--- src/rtl/mem_arb_pkg.sv ---
// ============================================================================
// Module : mem_arb_pkg
// Brief  : Shared state/grant encodings for the unified-memory arbiter.
// Rev    : 1.0  initial release
// ============================================================================
`default_nettype none

package mem_arb_pkg;

  typedef enum logic [1:0] {
    IDLE   = 2'd0,
    BUSY_I = 2'd1,
    BUSY_D = 2'd2
  } state_t;

  typedef enum logic [1:0] {
    GNT_NONE = 2'd0,
    GNT_I    = 2'd1,
    GNT_D    = 2'd2
  } gnt_t;

  function automatic int wait_cnt_w(input int max_wait);
    return $clog2(max_wait + 1);
  endfunction

endpackage

`default_nettype wire

--- src/rtl/mem_arbiter_if.sv ---
// ============================================================================
// Module : mem_arbiter_if
// Brief  : Core fetch/data ports and memory port of the arbiter.
// Rev    : 1.0  initial release
// ============================================================================
`default_nettype none

interface mem_arbiter_if #(
  parameter int AW = 32,
  parameter int DW = 32
);
  logic          i_req;
  logic [AW-1:0] i_addr;
  logic          i_done;
  logic [DW-1:0] i_rdata;

  logic          d_req;
  logic          d_we;
  logic [AW-1:0] d_addr;
  logic [DW-1:0] d_wdata;
  logic          d_done;
  logic [DW-1:0] d_rdata;

  logic          mem_req;
  logic          mem_we;
  logic [AW-1:0] mem_addr;
  logic [DW-1:0] mem_wdata;
  logic          mem_ack;
  logic [DW-1:0] mem_rdata;

  modport slave (
    input  i_req, i_addr, d_req, d_we, d_addr, d_wdata, mem_ack, mem_rdata,
    output i_done, i_rdata, d_done, d_rdata, mem_req, mem_we, mem_addr, mem_wdata
  );

  modport master (
    output i_req, i_addr, d_req, d_we, d_addr, d_wdata, mem_ack, mem_rdata,
    input  i_done, i_rdata, d_done, d_rdata, mem_req, mem_we, mem_addr, mem_wdata
  );
endinterface

`default_nettype wire

--- src/rtl/mem_arb_pick.sv ---
// ============================================================================
// Module : mem_arb_pick
// Brief  : Data-first winner selection with fetch starvation guard.
// Rev    : 1.0  initial release
// ============================================================================
`default_nettype none

module mem_arb_pick
  import mem_arb_pkg::*;
#(
  parameter int MAX_WAIT = 4
) (
  input  wire  clk,
  input  wire  reset,
  input  wire  arb_en,
  input  wire  ei,
  input  wire  ed,
  output gnt_t gnt
);

  localparam int WCW = wait_cnt_w(MAX_WAIT);
  localparam logic [WCW-1:0] CNT_MAX = WCW'(MAX_WAIT);
  localparam logic [WCW-1:0] CNT_ONE = WCW'(1);

  logic [WCW-1:0] wait_cnt_q;
  logic [WCW-1:0] wait_cnt_d;

  always_comb begin
    gnt = GNT_NONE;
    if (arb_en) begin
      if (ei && ed) begin
        gnt = (wait_cnt_q == CNT_MAX) ? GNT_I : GNT_D;
      end else if (ei) begin
        gnt = GNT_I;
      end else if (ed) begin
        gnt = GNT_D;
      end
    end

    // Only a data win that actually made fetch wait counts as a loss.
    wait_cnt_d = wait_cnt_q;
    if (gnt == GNT_I) begin
      wait_cnt_d = '0;
    end else if (gnt == GNT_D && ei && wait_cnt_q != CNT_MAX) begin
      wait_cnt_d = wait_cnt_q + CNT_ONE;
    end
  end

  always_ff @(posedge clk or posedge reset) begin
    if (reset) begin
      wait_cnt_q <= '0;
    end else begin
      wait_cnt_q <= wait_cnt_d;
    end
  end

endmodule

`default_nettype wire

--- src/rtl/mem_arbiter.sv ---
// ============================================================================
// Module : mem_arbiter
// Brief  : Shares one single-port memory between fetch and data ports.
// Rev    : 1.0  initial release
// ============================================================================
`default_nettype none

module mem_arbiter
  import mem_arb_pkg::*;
#(
  parameter int AW       = 32,
  parameter int DW       = 32,
  parameter int MAX_WAIT = 4
) (
  input  wire              clk,
  input  wire              reset,
  mem_arbiter_if.slave     bus,
  output logic             busy
);

  state_t        state_q,     state_d;
  logic          mem_req_q,   mem_req_d;
  logic          mem_we_q,    mem_we_d;
  logic [AW-1:0] mem_addr_q,  mem_addr_d;
  logic [DW-1:0] mem_wdata_q, mem_wdata_d;
  logic          i_done_q,    i_done_d;
  logic          d_done_q,    d_done_d;
  logic [DW-1:0] i_rdata_q,   i_rdata_d;
  logic [DW-1:0] d_rdata_q,   d_rdata_d;

  logic ei;
  logic ed;
  gnt_t gnt;

  // A requester still seeing its done pulse must not be granted again.
  assign ei = bus.i_req & ~i_done_q;
  assign ed = bus.d_req & ~d_done_q;

  mem_arb_pick #(
    .MAX_WAIT (MAX_WAIT)
  ) u_pick (
    .clk    (clk),
    .reset  (reset),
    .arb_en (state_q == IDLE),
    .ei     (ei),
    .ed     (ed),
    .gnt    (gnt)
  );

  always_comb begin
    state_d     = state_q;
    mem_req_d   = mem_req_q;
    mem_we_d    = mem_we_q;
    mem_addr_d  = mem_addr_q;
    mem_wdata_d = mem_wdata_q;
    i_done_d    = 1'b0;
    d_done_d    = 1'b0;
    i_rdata_d   = i_rdata_q;
    d_rdata_d   = d_rdata_q;

    case (state_q)
      IDLE: begin
        case (gnt)
          GNT_I: begin
            state_d     = BUSY_I;
            mem_req_d   = 1'b1;
            mem_we_d    = 1'b0;
            mem_addr_d  = bus.i_addr;
            mem_wdata_d = '0;
          end
          GNT_D: begin
            state_d     = BUSY_D;
            mem_req_d   = 1'b1;
            mem_we_d    = bus.d_we;
            mem_addr_d  = bus.d_addr;
            mem_wdata_d = bus.d_wdata;
          end
          default: ;
        endcase
      end
      BUSY_I: begin
        if (bus.mem_ack) begin
          state_d   = IDLE;
          mem_req_d = 1'b0;
          i_done_d  = 1'b1;
          i_rdata_d = bus.mem_rdata;
        end
      end
      BUSY_D: begin
        if (bus.mem_ack) begin
          state_d   = IDLE;
          mem_req_d = 1'b0;
          d_done_d  = 1'b1;
          if (!mem_we_q) begin
            d_rdata_d = bus.mem_rdata;
          end
        end
      end
      default: begin
        state_d   = IDLE;
        mem_req_d = 1'b0;
      end
    endcase
  end

  always_ff @(posedge clk or posedge reset) begin
    if (reset) begin
      state_q     <= IDLE;
      mem_req_q   <= 1'b0;
      mem_we_q    <= 1'b0;
      mem_addr_q  <= '0;
      mem_wdata_q <= '0;
      i_done_q    <= 1'b0;
      d_done_q    <= 1'b0;
      i_rdata_q   <= '0;
      d_rdata_q   <= '0;
    end else begin
      state_q     <= state_d;
      mem_req_q   <= mem_req_d;
      mem_we_q    <= mem_we_d;
      mem_addr_q  <= mem_addr_d;
      mem_wdata_q <= mem_wdata_d;
      i_done_q    <= i_done_d;
      d_done_q    <= d_done_d;
      i_rdata_q   <= i_rdata_d;
      d_rdata_q   <= d_rdata_d;
    end
  end

  assign bus.mem_req   = mem_req_q;
  assign bus.mem_we    = mem_we_q;
  assign bus.mem_addr  = mem_addr_q;
  assign bus.mem_wdata = mem_wdata_q;
  assign bus.i_done    = i_done_q;
  assign bus.i_rdata   = i_rdata_q;
  assign bus.d_done    = d_done_q;
  assign bus.d_rdata   = d_rdata_q;
  assign busy          = (state_q != IDLE);

endmodule

`default_nettype wire

--- src/flat_wrapper.sv ---
// flat-port wrapper written by rule: the top's interface ports become plain ports
module mem_arbiter_flat import mem_arb_pkg::*;
#(
  parameter int AW       = 32,
  parameter int DW       = 32,
  parameter int MAX_WAIT = 4
)
  (clk, reset, busy, bus_i_req, bus_i_addr, bus_d_req, bus_d_we, bus_d_addr, bus_d_wdata, bus_mem_ack, bus_mem_rdata, bus_i_done, bus_i_rdata, bus_d_done, bus_d_rdata, bus_mem_req, bus_mem_we, bus_mem_addr, bus_mem_wdata);
  mem_arbiter_if #(.AW(AW), .DW(DW)) bus_i ();
  input  wire clk;
  input  wire reset;
  output logic busy;
  input wire logic [$bits(bus_i.i_req)-1:0] bus_i_req;
  input wire logic [$bits(bus_i.i_addr)-1:0] bus_i_addr;
  input wire logic [$bits(bus_i.d_req)-1:0] bus_d_req;
  input wire logic [$bits(bus_i.d_we)-1:0] bus_d_we;
  input wire logic [$bits(bus_i.d_addr)-1:0] bus_d_addr;
  input wire logic [$bits(bus_i.d_wdata)-1:0] bus_d_wdata;
  input wire logic [$bits(bus_i.mem_ack)-1:0] bus_mem_ack;
  input wire logic [$bits(bus_i.mem_rdata)-1:0] bus_mem_rdata;
  output wire logic [$bits(bus_i.i_done)-1:0] bus_i_done;
  output wire logic [$bits(bus_i.i_rdata)-1:0] bus_i_rdata;
  output wire logic [$bits(bus_i.d_done)-1:0] bus_d_done;
  output wire logic [$bits(bus_i.d_rdata)-1:0] bus_d_rdata;
  output wire logic [$bits(bus_i.mem_req)-1:0] bus_mem_req;
  output wire logic [$bits(bus_i.mem_we)-1:0] bus_mem_we;
  output wire logic [$bits(bus_i.mem_addr)-1:0] bus_mem_addr;
  output wire logic [$bits(bus_i.mem_wdata)-1:0] bus_mem_wdata;
  assign bus_i.i_req = bus_i_req;
  assign bus_i.i_addr = bus_i_addr;
  assign bus_i.d_req = bus_d_req;
  assign bus_i.d_we = bus_d_we;
  assign bus_i.d_addr = bus_d_addr;
  assign bus_i.d_wdata = bus_d_wdata;
  assign bus_i.mem_ack = bus_mem_ack;
  assign bus_i.mem_rdata = bus_mem_rdata;
  assign bus_i_done = bus_i.i_done;
  assign bus_i_rdata = bus_i.i_rdata;
  assign bus_d_done = bus_i.d_done;
  assign bus_d_rdata = bus_i.d_rdata;
  assign bus_mem_req = bus_i.mem_req;
  assign bus_mem_we = bus_i.mem_we;
  assign bus_mem_addr = bus_i.mem_addr;
  assign bus_mem_wdata = bus_i.mem_wdata;
  mem_arbiter #(.AW(AW), .DW(DW), .MAX_WAIT(MAX_WAIT)) u_core (.clk(clk), .reset(reset), .bus(bus_i), .busy(busy));
endmodule
--- config.mk ---
export PLATFORM = sky130hd
export DESIGN_NAME = mem_arbiter_flat
export DESIGN_NICKNAME = d
export VERILOG_FILES = /design/src/rtl/mem_arb_pkg.sv /design/src/rtl/mem_arbiter_if.sv /design/src/rtl/mem_arb_pick.sv /design/src/rtl/mem_arbiter.sv /design/src/flat_wrapper.sv
export SDC_FILE = /design/constraint.sdc
export NUM_CORES = 1
export LEC_CHECK = 0
export ABC_AREA = 1
export CAP_MARGIN = 0
export CORE_ASPECT_RATIO = 1.2
export CORE_MARGIN = 5
export CORE_UTILIZATION = 40
export CTS_CLUSTER_DIAMETER = 50
export DETAILED_ROUTE_END_ITERATION = 6
export PLACE_DENSITY = 0.91
export SLEW_MARGIN = 25
export SYNTH_ARGS = -nofsm -noshare
export SYNTH_HDL_FRONTEND = slang
export SYNTH_SLANG_ARGS = --single-unit
--- constraint.sdc ---
create_clock -name clk -period 4.95 [get_ports clk]
set_input_delay 0.99 -clock clk [delete_from_list [all_inputs] [get_ports clk]]
set_output_delay 0.99 -clock clk [all_outputs]
set_load 0.005 [all_outputs]
# Word level (Yosys, flattened, before mapping)
# Cells that the tools add are included.
# totals
reg_bits	137
# op_classes
add_sub_neg	1
n_eq_ne	9
n_mux	19
n_bitwise	5
n_reduce_logical	14
# op_table
cell	n
$pmux 32 s2	2
$mux 2	6
$pmux 2 s2	2
$reduce_and 2->1	4
$mux 3	2
$reduce_bool 2->1	3
$mux 1	5
$eq 2x1->1 const B	2
$eq 2x2->1 const B	2
$pmux 1 s2	2
$reduce_or 2->1	2
$add 3x1->3 const B	1
$eq 3x3->1 const B	1
$logic_and 1x1->1	3
$ne 3x1->1 const B	1
$ne 3x3->1 const B	1
$not 1->1	3
$reduce_and 3->1	1
$and 1x1->1	2
$logic_not 2->1	1
$ne 2x1->1 const B	1
$ne 2x2->1 const B	1

# Logic depth before layout (Yosys ltp)
# Gate-level depths: netlist (run 1).
# depth
word_depth	11
ltp_mapped	12
depth_no_buf	12

# Hierarchy
# A second synthesis (run 1) with hierarchy kept.
# hier_totals
hier_cells	661
area_unflattened_um2	5804.3
# by_module_without_submodules
module	n_inst	cells_per_inst	area_per_inst_um2	seq_area_each_um2
mem_arbiter	1	630	5585.4	3353.2
mem_arb_pick	1	31	219.0	75.1

# Worst setup path before layout (run 1)
# OpenSTA, ideal clock, no wires.
# synth_timing
kind	input-to-reg
startpoint	in bus_i_req
endpoint	reg u_core.mem_wdata_q[0], in the netlist u_core.bus.mem_wdata[0]
setup_ns	0.118
arrival_time_ns	2.178
setup_slack_ns	2.654
cell_stages	10
cell_sequence	nand2_1 -> o211ai_1 -> inv_1 -> ha_1 -> nor2_4 -> inv_2 -> buf_6 -> buf_2 -> nand2_1 -> nand2_1
# synth_via
elab_chain_len	7
word_cells_on_any_way	10
classes_between	eq/ne: 2; mux: 4; bitwise: 1; reduce/logical: 3
# synth_lines
item	line	text
start: declaration	flat_wrapper.sv:13	input wire logic [$bits(bus_i.i_req)-1:0] bus_i_req;
$and 1x1->1 (*)	mem_arbiter.sv:36	assign ei = bus.i_req & ~i_done_q;
$mux 2 or $logic_and 1x1->1 (tied branches)	mem_arb_pick.sv:33, mem_arb_pick.sv:31	
$mux 2 (*)	mem_arb_pick.sv:31	if (ei && ed) begin
$mux 2 (*)	mem_arb_pick.sv:30	if (arb_en) begin
$eq 2x1->1 or $eq 2x2->1 (tied branches)	mem_arbiter.sv:63	case (gnt)
$reduce_bool 2->1 (no source line)	-	
$reduce_and 2->1 (no source line)	-	
end signal: assignment	mem_arbiter.sv:122	mem_wdata_q <= mem_wdata_d;
end: declaration	mem_arbiter.sv:25	logic [DW-1:0] mem_wdata_q, mem_wdata_d;
# Mark *: on every way between the ends. The rest lies on a longest branch, timed or not.
# A chain may end at the register's enable or synchronous reset.

# Worst setup path after layout (run 1)
# layout_timing
startpoint	in bus_i_req
endpoint	reg u_core.mem_addr_q[23], in the netlist u_core.bus.mem_addr[23]
# layout_via
elab_chain_len	7
word_cells_on_any_way	10
classes_between	eq/ne: 2; mux: 4; bitwise: 1; reduce/logical: 3
# layout_lines
item	line	text
$and 1x1->1 (*)	mem_arbiter.sv:36	
$mux 2 or $logic_and 1x1->1 (tied branches)	mem_arb_pick.sv:33, mem_arb_pick.sv:31	
$mux 2 (*)	mem_arb_pick.sv:31	
$mux 2 (*)	mem_arb_pick.sv:30	
$eq 2x1->1 or $eq 2x2->1 (tied branches)	mem_arbiter.sv:63	
$reduce_bool 2->1 (no source line)	-	
$reduce_and 2->1 (no source line)	-	
end signal: assignment	mem_arbiter.sv:121	mem_addr_q <= mem_addr_d;
end: declaration	mem_arbiter.sv:24	logic [AW-1:0] mem_addr_q, mem_addr_d;
# Marks and branches as above.

==> metrics.txt, run 1 <==
status=completed; Final Max Tran Viols=0; post-layout min period=3.15 ns; Max Cap Viol=0; CP cell instances=clkdlybuf4s50_1 > nand2_1 > o211ai_1 > inv_1 > ha_1 > buf_4 > inv_1 > nor2_1 > o21ai_1; Critical Path AT=3.47 ns; most frequent cells in the layout=266 x clkdlybuf4s50_1, 171 x nand2_1, 137 x dfrtp_1; Synth Area in Adders=1.78%; Synth cell types=18; DRT Pass-1 Iters=5; average cell area after synthesis=8.99 sq um; antenna violations before repair=0; drt total wl=17.8 mm; CTS tree=yes; final setup vio count=0; critical path class=in -> reg; core area=0.0138 sq mm; Synth Area in Compound Gates=12.1%; Die X=118 um; Worst path most repeated cell=inv_1; register-to-register setup slack=2.24 ns; worst skew pair latency=0.41 ns; post-synth top area share=61.0%; site row count=47; top cells by area, synth=dfrtp_1 61%, nand2_1 12%, o21ai_0 8.5%; Initial Utilization=40.7%; Post-Synth XOR/XNOR Area=0%; post-synthesis mux area share=0%; Iter 0 DRT Violations=512; Synth Warn #=0; Reg clk slew, reported paths=0.06 ns; pwr dens=624 mW/mm^2; worst hold path type=reg -> reg; Buffers & Inverters on Critical Path=4; half-perimeter wire length after placement=12.5 mm; fmax=0.317 GHz; Util after Layout=64.7%; Max clock buf depth=2; Hold Startpoint=u_core.bus.mem_wdata[21]; period utilisation layout=63.7%; Ant. Diodes=0; die height=140 um; CP max stage cell=inv_1; nets@finish=1019; R2R Path End=u_core.bus.mem_addr[23]; RSZ-0062 raised after global routing=no; Die ar.=0.0165 sq mm; # DRC=0; DR vias=5279; largest net degree at the start of global routing=70; Syn-to-layout area delta=59.2%; most common cell after layout, fill and taps aside=clkdlybuf4s50_1; Worst-Margin Slew=1.04 ns; I/O pins=267; top fanout value on the critical path=34; CTS resizes=0; Min-Delay Endpoint=u_core.bus.mem_wdata[21]; ANT nets after route=0; GRT Resource Usage Total=21.4%; hold-fix buffer count after cts=0; per-cell routed wire length=16.8 um; Via density=4.98; Placer Congestion=0.825; layout cells sized above 1=4.61%; Fin. Hold Viols=0; synthesized flop and latch total=137; Lkg Pwr=4.21 nW; htree depth=4; hold path depth=2; Peak VDD IR=0.405 mV; CTS root buf=clkbuf_16; headroom to the max-slew limit=30.7%; Post-CTS Setup Bufs=0; crit-path max cell delay=0.79 ns; crit end category=register; main combinational cell family by area after synthesis=simple AND/OR/NAND/NOR gates; syn nets=767; post-synthesis cell area=0.00562 sq mm; CP Depth=9; Crit path max-delay family=buffers and inverters; Seq/Total Area, Yosys=61.0%; Worst EP required=5.26 ns; post-synthesis instance total=625; Final Skew=0.00797 ns; R2R cell count=10; vias in the first global route=5333; first-pass GRT wire length=28.5 mm; Num CTS Buffers=17; Post-Synth Simple-Gate Area=18.1%; startpoint types=input pin; setup TNS=0 ns; gr ovfl total=0; Clock Sinks=137; Final Hold Slack=0.476 ns; number of buffers added on ports=266; Yosys top cell by area=dfrtp_1; worst setup path start=bus_i_req; worst r2r src=u_core.u_pick.wait_cnt_q[0]
metal layers:
layer	vias to the layer above	track usage, %	share of wire (%)
li1	2500	-	-
met1	2495	25.3	39
met2	244	35.6	49
met3	40	8.00	9.9
met4	0	7.91	2.3
met5	-	0	0
cell usage after synthesis:
master and number:
nand2_1 173, buf_2 7, buf_4 4, inv_1 52
inv_2 2, nor2_1 37, clkbuf_1 21, o21ai_1 37
nand4_1 1, nor2_4 1, o211ai_1 1, a21oi_1 2
buf_6 4, dfrtp_1 137, o21ai_0 95, buf_1 1
nand3_1 42, ha_1 8
report_power, final:
group,switching [mW],internal [mW],leakage (nW)
clock network,0.503,0.745,0.277
registers,0.301,1.64,1.75
logic,1.13,1.27,2.19
layout make-up:
| type | count | area, sq um |
|---|---|---|
| multi-input combinational | 397 | 1810 |
| fill | 1053 | 4870 |
| timing repair buffer | 270 | 2710 |
| clock inverter | 14 | 150 |
| tap | 171 | 214 |
| sequential | 137 | 3430 |
| clock buffer | 18 | 429 |
| inverter | 54 | 210 |
state kept, by name, summed over array words and instances (netlist names):
name,cells
u_core.bus.d_rdata,32
u_core.bus.i_rdata,32
u_core.bus.mem_addr,32
u_core.bus.mem_wdata,32
u_core.u_pick.wait_cnt_q,3
u_core.state_q,2
u_core.bus.d_done,1
u_core.bus.i_done,1
u_core.bus.mem_req,1
u_core.bus.mem_we,1
kinds of logic (layout without fill, tap and decap cells):
logic type / Yosys count / count (layout)
AO/OA/AOI/OAI: 135 / 135
adder cells (fa/ha/maj): 8 / 8
buffers and inverters: 91 / 356
flip-flops: 137 / 137
AND/OR/NAND/NOR: 254 / 254
worst reg2reg max path, stage by stage, from the launching register on:
cell and delay, ns:
dfrtp_1 0.40, inv_1 0.08, ha_1 0.15, nand2_1 0.09, o211ai_1 0.26, inv_1 0.10, ha_1 0.19, buf_4 0.24
inv_1 0.79, nor2_1 0.09, o21ai_1 0.22
worst max-delay path by stage:
stage / endpoint / slack (ns)
after CTS: u_core.bus.mem_addr[23] / 1.85
after global routing: u_core.bus.mem_addr[28] / 1.58
final: u_core.bus.mem_addr[23] / 1.80
after global placement: u_core.bus.mem_addr[28] / 1.55
after detailed placement: u_core.bus.mem_addr[23] / 1.44
after floorplan: u_core.bus.d_done / 0.29
stage by stage:
step	instance area, sq um	setup slack [ns]	power, mW	instances
floorplan	5620	0.292	2.97	625
global placement	8350	1.55	4.26	1029
detailed placement	8360	1.44	4.36	1029
CTS	8940	1.85	5.64	1061
global route	8950	1.58	5.99	1061
finish	8950	1.80	5.59	1061
(Power assumes the default switching activity.)
==> run 2: changes to the inputs <==
--- a/config.mk
+++ b/config.mk
@@ -9,10 +9,10 @@
 export CAP_MARGIN = 0
 export CORE_ASPECT_RATIO = 1.2
 export CORE_MARGIN = 5
-export CORE_UTILIZATION = 40
+export CORE_UTILIZATION = 37
 export CTS_CLUSTER_DIAMETER = 50
 export DETAILED_ROUTE_END_ITERATION = 6
-export PLACE_DENSITY = 0.91
+export PLACE_DENSITY = 0.89
 export SLEW_MARGIN = 25
 export SYNTH_ARGS = -nofsm -noshare
 export SYNTH_HDL_FRONTEND = slang
==> constraint.sdc (replaced) <==
create_clock -name clk -period 2.7 [get_ports clk]
set_input_delay 0.54 -clock clk [delete_from_list [all_inputs] [get_ports clk]]
set_output_delay 0.54 -clock clk [all_outputs]
set_load 0.005 [all_outputs]
==> run 2 against run 1 <==
Wire length shrank 2.3%. Highest routed layer unchanged. Register-to-register slack worse by 1.7 ns. Largest cell class unchanged. Critical path depth decreased by 5. Largest power group unchanged. Cell area rose by 2.0%.
==> metrics.txt, run 2 (same netlist as run 1, synthesis figures left out) <==
site row count=49 (+4.3%); Clock Sinks=137 (unchanged); Worst-Margin Slew=0.598 ns (-0.440 ns); Critical Path AT=1.80 ns (-1.67 ns); CTS tree=yes; Fin. Hold Viols=0 (unchanged); M3 GR Usage=7.94% (-0.054 points); antenna violations before repair=1 (+1); crit-path max cell delay=0.54 ns (-0.25 ns); CTS root buf=clkbuf_16; CP cell instances=inv_1 > ha_1 > inv_2 > clkdlybuf4s50_1; most frequent cells in the layout=266 x clkdlybuf4s50_1, 171 x nand2_1, 137 x dfrtp_1; Num CTS Buffers=17 (unchanged); die height=145 um (+3.7%); Pwr Total=10.3 mW (+85%); gr ovfl total=0 (unchanged); Initial Utilization=37.6% (-3.1 points); critical path class=reg -> out; fmax=0.428 GHz; Via density=4.75 (-4.5%); GR peak layer=met2; Lkg Pwr=4.28 nW (+1.5%); half-perimeter wire length after placement=12.7 mm (+1.6%); I/O pins=267 (unchanged); most common cell after layout, fill and taps aside=clkdlybuf4s50_1; ANT nets after route=0 (unchanged); drt total wl=17.4 mm (-2.3%); startpoint types=register; met1 GRT Util=21.8% (-3.5 points); Final Hold Slack=0.475 ns (-0.00107 ns); Post-CTS Setup Bufs=0 (unchanged); nets@finish=1031 (+1.2%); post-layout min period=2.34 ns; Reg clk slew, reported paths=0.05 ns (about the same); worst skew pair latency=0.41 ns (about the same); final setup vio count=0 (unchanged); number of buffers added on ports=266 (unchanged); Non-Filler Instances=1105 (+4.1%); R2R cell count=10 (unchanged); Crit path max-delay family=buffers and inverters; grt met2 use=33.4% (-2.2 points); largest net degree at the start of global routing=66 (-5.7%); vias in the first global route=5479 (+2.7%); # DRC=0 (unchanged); DR vias=5252 (-0.51%); Worst EP required=2.16 ns (-3.10 ns); top fanout value on the critical path=7 (-79%); worst hold path type=reg -> reg; DRT Pass-1 Iters=4 (-1); headroom to the max-slew limit=60.0% (+29 points); per-cell routed wire length=15.7 um (-6.2%); layout cells sized above 1=5.44% (+0.84 points); Final Max Tran Viols=0 (unchanged); Die X=122 um (+3.6%); Buffers & Inverters on Critical Path=3 (-1); Max clock buf depth=2 (unchanged); setup TNS=0 ns (unchanged); Max Cap Viol=0 (unchanged); Iter 0 DRT Violations=181 (-65%); Placer Congestion=0.780 (-5.4%); status=completed; pwr dens=1130 mW/mm^2 (+81%); placed cell count=1074 (+4.4%); CTS resizes=0 (unchanged); RSZ-0062 raised after global routing=no; core area=0.0150 sq mm (+8.2%); CP max stage cell=clkdlybuf4s50_1; Final Skew=0.0118 ns (+0.00388 ns); Syn-to-layout area delta=62.4%; hold path depth=2 (unchanged); CP Depth=4 (-5); hold-fix buffer count after cts=0 (unchanged); first-pass GRT wire length=27.7 mm (-2.9%); crit end category=output port; Peak VDD IR=0.728 mV (+80%); GRT Resource Usage Total=19.8% (-1.6 points); htree depth=4 (unchanged); period utilisation layout=86.6%; Die ar.=0.0178 sq mm (+7.5%)
-- run 2: metrics by stage --
step           util [%]  setup WS (ns)  cell area [sq um]
6_report           61.0          0.363               9120
5_1_grt            61.0          0.283               9120
4_1_cts            61.0          0.329               9120
3_5_place_dp       57.1          0.167               8550
3_3_place_gp       57.1          0.232               8550
2_1_floorplan         -          0.453               5620
-- run 2: worst paths after layout --
kind	slack, ns	start	end
max	0.36	u_core.state_q[1]	busy
min	0.47	u_core.bus.mem_wdata[22]	u_core.bus.mem_wdata[22]
max reg2reg	0.51	u_core.u_pick.wait_cnt_q[0]	u_core.bus.mem_addr[8]
min reg2reg	0.47	u_core.bus.mem_wdata[22]	u_core.bus.mem_wdata[22]
max in group asynchronous	1.53	reset	u_core.bus.i_rdata[9]
min in group asynchronous	0.55	reset	u_core.bus.mem_wdata[24]
-- run 2: cell type report --
cell class,count,area [sq um]
Multi-Input combinational cell,397,1800
Clock buffer,23,478
Inverter,54,206
Fill cell,1236,5840
Antenna cell,1,2.50
Clock inverter,7,93.8
Tap cell,204,255
Sequential cell,137,3430
Timing Repair Buffer,282,2860
-- run 2: routing by layer --
metal | wire, um | up-vias | share of wire, %
met2 | 8690 | 228 | 50
met1 | 6450 | 2476 | 37
met3 | 1780 | 33 | 10
li1 | - | 2515 | -
met4 | 487 | 0 | 2.8
met5 | 0 | - | 0
-- run 2: worst min-delay path, cell delays in order, from the launching register on --
cell	delay, ns
dfrtp_1	0.34
nand2_1	0.05
nand2_1	0.05
-- run 2: where the power goes --
part / total [mW] / switching, mW / internal (mW) / leakage (nW)
logic: 4.53 / 2.08 / 2.46 / 2.25
clock network: 2.25 / 0.826 / 1.42 / 0.275
registers: 3.54 / 0.527 / 3.01 / 1.75
==> run 3: changes to the inputs <==
--- a/config.mk
+++ b/config.mk
@@ -13,6 +13,7 @@
 export CTS_CLUSTER_DIAMETER = 50
 export DETAILED_ROUTE_END_ITERATION = 6
 export PLACE_DENSITY = 0.89
+export SETUP_SLACK_MARGIN = 0.1
 export SLEW_MARGIN = 25
 export SYNTH_ARGS = -nofsm -noshare
 export SYNTH_HDL_FRONTEND = slang
==> results of run 3 <==
Same layout as run 2: the final DEF is identical, and so are final timing and power.
